[src/rtl/standby_multi.sv]
// Multi-channel clock-standby controller: per-channel hold counters driven by routed
// wakeup events, busy and force-on, with one latch-based clock gate per channel.
module standby_multi #(
  parameter int unsigned N  = 8,
  parameter int unsigned CH = 2,
  parameter int unsigned CW = 8
) (
  input  logic            clk,
  input  logic            reset,
  input  logic [N-1:0]    wakeup,
  input  logic [N-1:0]    edge_mode,
  input  logic [CH*N-1:0] wake_mask,
  input  logic [CH-1:0]   idle,
  input  logic [CH-1:0]   force_on,
  input  logic [CW-1:0]   hold_cycles,
  input  logic            test_en,
  input  logic            cause_clr,
  output logic [CH-1:0]   clkout,
  output logic [CH-1:0]   clk_en,
  output logic [CH-1:0]   asleep,
  output logic [N-1:0]    wake_cause
);

  localparam logic [CW-1:0] CNT_MAX = {CW{1'b1}};

  logic [N-1:0]  wakeup_q;
  logic [N-1:0]  ev;
  logic [N-1:0]  cause_hit;
  logic [N-1:0]  wake_cause_q;
  logic [N-1:0]  wake_cause_d;
  logic [CH-1:0] wake;
  logic [CH-1:0] asleep_q;
  logic [CH-1:0] en_lat;
  logic [CW-1:0] cnt_q [CH];
  logic [CW-1:0] cnt_d [CH];

  // Sampled even during reset so no spurious edge appears at reset release.
  always_ff @(posedge clk) begin
    wakeup_q <= wakeup;
  end

  // Event detect, wake conditions, enables and counter next-state.
  always_comb begin
    ev        = (edge_mode & (wakeup ^ wakeup_q)) | (~edge_mode & wakeup);
    cause_hit = '0;
    wake      = '0;
    clk_en    = '0;
    for (int c = 0; c < int'(CH); c++) begin
      cnt_d[c]  = cnt_q[c];
      wake[c]   = (|(ev & wake_mask[c*N +: N])) | ~idle[c] | force_on[c];
      clk_en[c] = reset | wake[c] | (cnt_q[c] != '0);
      if (wake[c]) begin
        cnt_d[c] = hold_cycles;
      end else if (cnt_q[c] != '0) begin
        cnt_d[c] = cnt_q[c] - CW'(1);
      end
      if (asleep_q[c]) begin
        cause_hit = cause_hit | (ev & wake_mask[c*N +: N]);
      end
    end
    // A new cause in the same cycle as a clear survives the clear.
    wake_cause_d = (cause_clr ? '0 : wake_cause_q) | cause_hit;
  end

  always_ff @(posedge clk) begin
    if (reset) begin
      for (int c = 0; c < int'(CH); c++) begin
        cnt_q[c] <= CNT_MAX;
      end
      asleep_q     <= '0;
      wake_cause_q <= '0;
    end else begin
      for (int c = 0; c < int'(CH); c++) begin
        cnt_q[c] <= cnt_d[c];
      end
      asleep_q     <= ~clk_en;
      wake_cause_q <= wake_cause_d;
    end
  end

  // Latch-based gates: enable captured while clk is low, so clkout never glitches.
  always_latch begin
    if (!clk) begin
      en_lat = clk_en | {CH{test_en}};
    end
  end

  assign clkout     = {CH{clk}} & en_lat;
  assign asleep     = asleep_q;
  assign wake_cause = wake_cause_q;

endmodule
[config.mk]
export PLATFORM = sky130hd
export DESIGN_NAME = standby_multi
export DESIGN_NICKNAME = d
export VERILOG_FILES = /design/src/rtl/standby_multi.sv
export SDC_FILE = /design/constraint.sdc
export NUM_CORES = 1
export LEC_CHECK = 0
export BUFFER_PORTS_ARGS = -buffer_cell sky130_fd_sc_hd__buf_2
export CAP_MARGIN = 20
export CORE_MARGIN = 4
export CORE_UTILIZATION = 35
export CTS_BUF_LIST = sky130_fd_sc_hd__clkbuf_2
export DETAILED_ROUTE_END_ITERATION = 10
export PLACE_DENSITY = 0.61
export SLEW_MARGIN = 15
export SYNTH_ARGS = -nofsm -noshare
export SYNTH_HDL_FRONTEND = slang
export SYNTH_SLANG_ARGS = --single-unit
[constraint.sdc]
create_clock -name clk -period 4.9 [get_ports clk]
set_input_delay 0.735 -clock clk [delete_from_list [all_inputs] [get_ports clk]]
set_output_delay 0.735 -clock clk [all_outputs]
set_load 0.02 [all_outputs]
## After elaboration in Yosys (flattened, before gate mapping)

Memory sizes are Yosys's and may differ from the RTL's.
Index checks and enable logic that the tools add are counted.

| storage, ports and cells | value |
|---|---|
| word-level logic and storage cells | 50 |
| RAM bits | 16 |
| bits in latches | 2 |
| flip-flop bits (word level) | 18 |
| memories kept | 1 |
| input bits | 48 |

Memory list:

| name | words | width | rd ports | clocked after memory_dff | wr ports | line | source |
|---|---|---|---|---|---|---|---|
| cnt_q | 2 | 8 | 2 | 0 | 2 | 34 | `logic [CW-1:0] cnt_q [CH];` |

| operators by class | value |
|---|---|
| $add $sub $neg | 2 |
| bitwise operators | 24 |
| reduce and logical (&&, ||, !) cells | 4 |
| multiplexer cells | 14 |

Operators by type and width:

| operator | number |
|---|---|
| $mux W8 | 9 |
| $and A8 B8 Y8 | 4 |
| $or A8 B8 Y8 | 3 |
| $reduce_bool A8 Y1 | 2 |
| $reduce_or A8 Y1 | 2 |
| $sub A8 B1 Y8 const B | 2 |
| $or A1 B1 Y1 | 10 |
| $not A8 Y8 | 1 |
| $xor A8 B8 Y8 | 1 |
| $mux W2 | 2 |
| $mux W1 | 3 |
| $and A2 B2 Y2 | 1 |
| $not A1 Y1 | 2 |
| $not A2 Y2 | 1 |
| $or A2 B2 Y2 | 1 |

## Logic depth before layout (Yosys ltp)

| depth | value |
|---|---|
| word-level depth | 11 |
| mapped depth | 7 |

==> summary.md <==
| Metric | Value |
|---|---|
| Synth Area in Adders | `1.32%` |
| Setup bufs post-CTS | `0` |
| Syn Area/Cell | `8.55 sq um` |
| Final Setup Violations | `0` |
| Die height | `81.5 um` |
| Total core area | `0.00517 sq mm` |
| Pre-Repair DR Iteration Count | `5` |
| Netlist Area Pre-Place | `0.00189 sq mm` |
| Total track usage | `14.9%` |
| Largest family of logic cells by synthesized area | `simple AND/OR/NAND/NOR gates` |
| RSZ-0062 raised after global routing | `false` |
| Layout cell share with drive strength beyond 1 | `28.1%` |
| Die W | `81.5 um` |
| Synth Area in XOR/XNOR | `3.24%` |
| Via density | `5.11` |
| Static Leak | `0.00112 uW` |
| Run status | `completed` |
| NumNets Final | `340` |
| Worst hold start | `wakeup[3]` |
| Die ar. | `0.00664 sq mm` |
| Post-synthesis simple-gate area fraction | `27.1%` |
| Area contributors post-synth | `dfxtp_1 (36%), mux2i_1 (7.9%), nand2_1 (5.2%)` |
| Post-synthesis cell count | `221` |
| Post-route ant nets | `0` |
| Mux contribution to synthesized area | `7.94%` |
| R2r endpoint | `en_lat[0]` |
| R2R depth | `5` |
| Worst-path maximum fanout | `4` |
| Starting Density | `36.6%` |
| Antenna cell count | `0` |
| Synth top area share | `36.0%` |
| Compound-Gate Fraction of Synth Area | `18.9%` |
| Total gr overflow | `0` |
| Max incr delay on CP | `0.50 ns` |
| Startpoint Class | `input port` |
| Placed Area | `0.00228 sq mm` |
| Worst slew margin | `62.2%` |
| Power, Total | `670 uW` |
| Placer Congestion | `0.808` |
| Crit path cell chain | `buf_2 > and3b_1 > o21a_1 > or4_4 > or3_4 > or4_1` |
| Cell taking the most area after synthesis | `dfxtp_1` |
| I/O Buffers | `61` |
| PostCTS Resize Cnt | `0` |
| Critical path data required time | `2.87 ns` |
| Worst setup EP type | `latch` |
| Min Hold Slack | `0.392 ns` |
| Power Density | `283 mW/mm^2` |
| Initial antenna violation count | `0` |
| #FFs+latches synth | `36` |
| Worst-Margin Slew | `0.562 ns` |
| Number of global-route vias before repair | `1,677` |
| # fillers | `548` |
| CP arrival | `2.51 ns` |
| Hold path endpoint | `wakeup_q[3]` |
| Async SR Flop Fraction | `0%` |
| Main synth FF type | `dfxtp_1` |
| Net count after synthesis | `271` |
| Critical Path Slowest Stage Cell | `or4_4` |
| Hold-fix buffers, CTS | `0` |
| YS warnings | `0` |
| Final Cell Area | `0.00236 sq mm` |
| Remaining routing DRC violations | `0` |
| Pin count of the biggest net entering global routing | `22` |
| Initial DRC count | `94` |
| Synth-to-Final Area Change | `25.0%` |
| TritonCTS clock tree | `built` |
| Site Rows | `26` |
| First-pass GRT wire length | `7470 um` |
| Hold Path Class | `input port to flip-flop` |
| WL per Instance | `13.1 um` |
| Clk slew on worst S/H paths | `0.17 ns` |
| Worst reg2reg setup slack | `0.41 ns` |
| Max-Cap Viols | `0` |
| Distinct cell type count after synthesis | `48` |
| Slew Viols, Final | `0` |
| Post-synth EDFFs | `0` |
| Detailed placement HPWL | `3750 um` |
| Routed vias | `1,850` |
| Hold Path Depth | `1` |
| Boundary pin count | `62` |
| Reg-to-Reg Start | `wakeup_q[4]` |
| Final setup skew | `0.0177 ns` |
| Fin. Hold Viols | `0` |
| Maximum vdd drop | `174 uV` |
| Worst-Skew Late Latency | `0.46 ns` |
| Setup TNS | `0 ns` |
| Critical path type | `input port to latch` |
| Post-Route WL | `4750 um` |
registers in the layout (all words and copies together), names as in the netlist:
signal      cells
cnt_q          16
wake_cause      8
wakeup_q        8
asleep          2
en_lat          2
cells in the mapped netlist, drive strengths merged (5+ instances only):
master	count
or4	6
o211ai	5
dfxtp	34
nand4b	8
nor3	7
and2	6
mux2i	15
o21ai	10
or3	7
o31ai	7
nor2	20
nand2	26
inv	10
xnor2	5
area by class of cell:
cell class              count  area, sq um  area share (%)
clock buffers              12         60.1            2.54
flip-flops and latches     36          711            30.1
multi-input cells         168         1100            46.7
clock inverters             3         37.5            1.59
well taps                  70         87.6            3.71
inverters                  10         37.5            1.59
repair buffers             63          325            13.8
how the worst max path moves through the flow:
stage                 start  slack (ns)         to
3_3_place_gp   edge_mode[6]           0  en_lat[1]
2_1_floorplan  edge_mode[6]        0.11  en_lat[1]
6_report       edge_mode[6]        0.36  en_lat[1]
5_1_grt         wakeup_q[4]        0.29  en_lat[0]
3_5_place_dp   edge_mode[6]           0  en_lat[1]
4_1_cts        edge_mode[6]        0.38  en_lat[1]
worst max-delay path, delay by kind of cell:
family	cells	cell delay (ns)
buf+inv	1	0.10
simple gates	4	1.47
compound gates	1	0.19
layer usage:
layer / GRT usage [%] / wire length [um] / vias up / share of wire, %
li1: - / - / 959 / -
met1: 18.0 / 2090 / 825 / 44
met2: 23.0 / 2250 / 64 / 47
met3: 7.13 / 397 / 2 / 8.4
met4: 5.07 / 8 / 0 / 0.17
met5: 0 / 0 / - / 0
metrics by stage:
stage               worst slack [ns]  cells  util, %
floorplan                      0.107    221        -
global placement                   0    349     44.0
detailed placement                 0    349     44.0
CTS                            0.375    362     45.7
global route                   0.288    362     45.7
finish                         0.359    362     45.7
power by group:
part | switching [uW] | internal (uW)
logic | 42.9 | 41.8
registers | 10.1 | 300
clock network | 146 | 130
total | 199 | 471
kinds of logic after synthesis:
logic type      count (synthesis)
simple gates                   95
compound gates                 49
flops                          34
buf+inv                        17
mux                            15
xor+xnor                        7
fa+ha+maj                       2
latches                         2
cell usage in the layout (no fill, tap or decap), drive strengths merged, types with 5 or more instances in the layout:
| cell | Yosys | final |
|---|---|---|
| buf | 3 | 65 |
| dfxtp | 34 | 34 |
| nand2 | 26 | 26 |
| nor2 | 20 | 20 |
| mux2i | 15 | 15 |
| inv | 10 | 10 |
| clkbuf | 4 | 10 |
| o21ai | 10 | 10 |
| nand4b | 8 | 8 |
| nor3 | 7 | 7 |
| o31ai | 7 | 7 |
| or3 | 7 | 7 |
| and2 | 6 | 6 |
| or4 | 6 | 6 |
| xnor2 | 5 | 5 |
| o211ai | 5 | 5 |
Power figures use the tool's default switching activity.
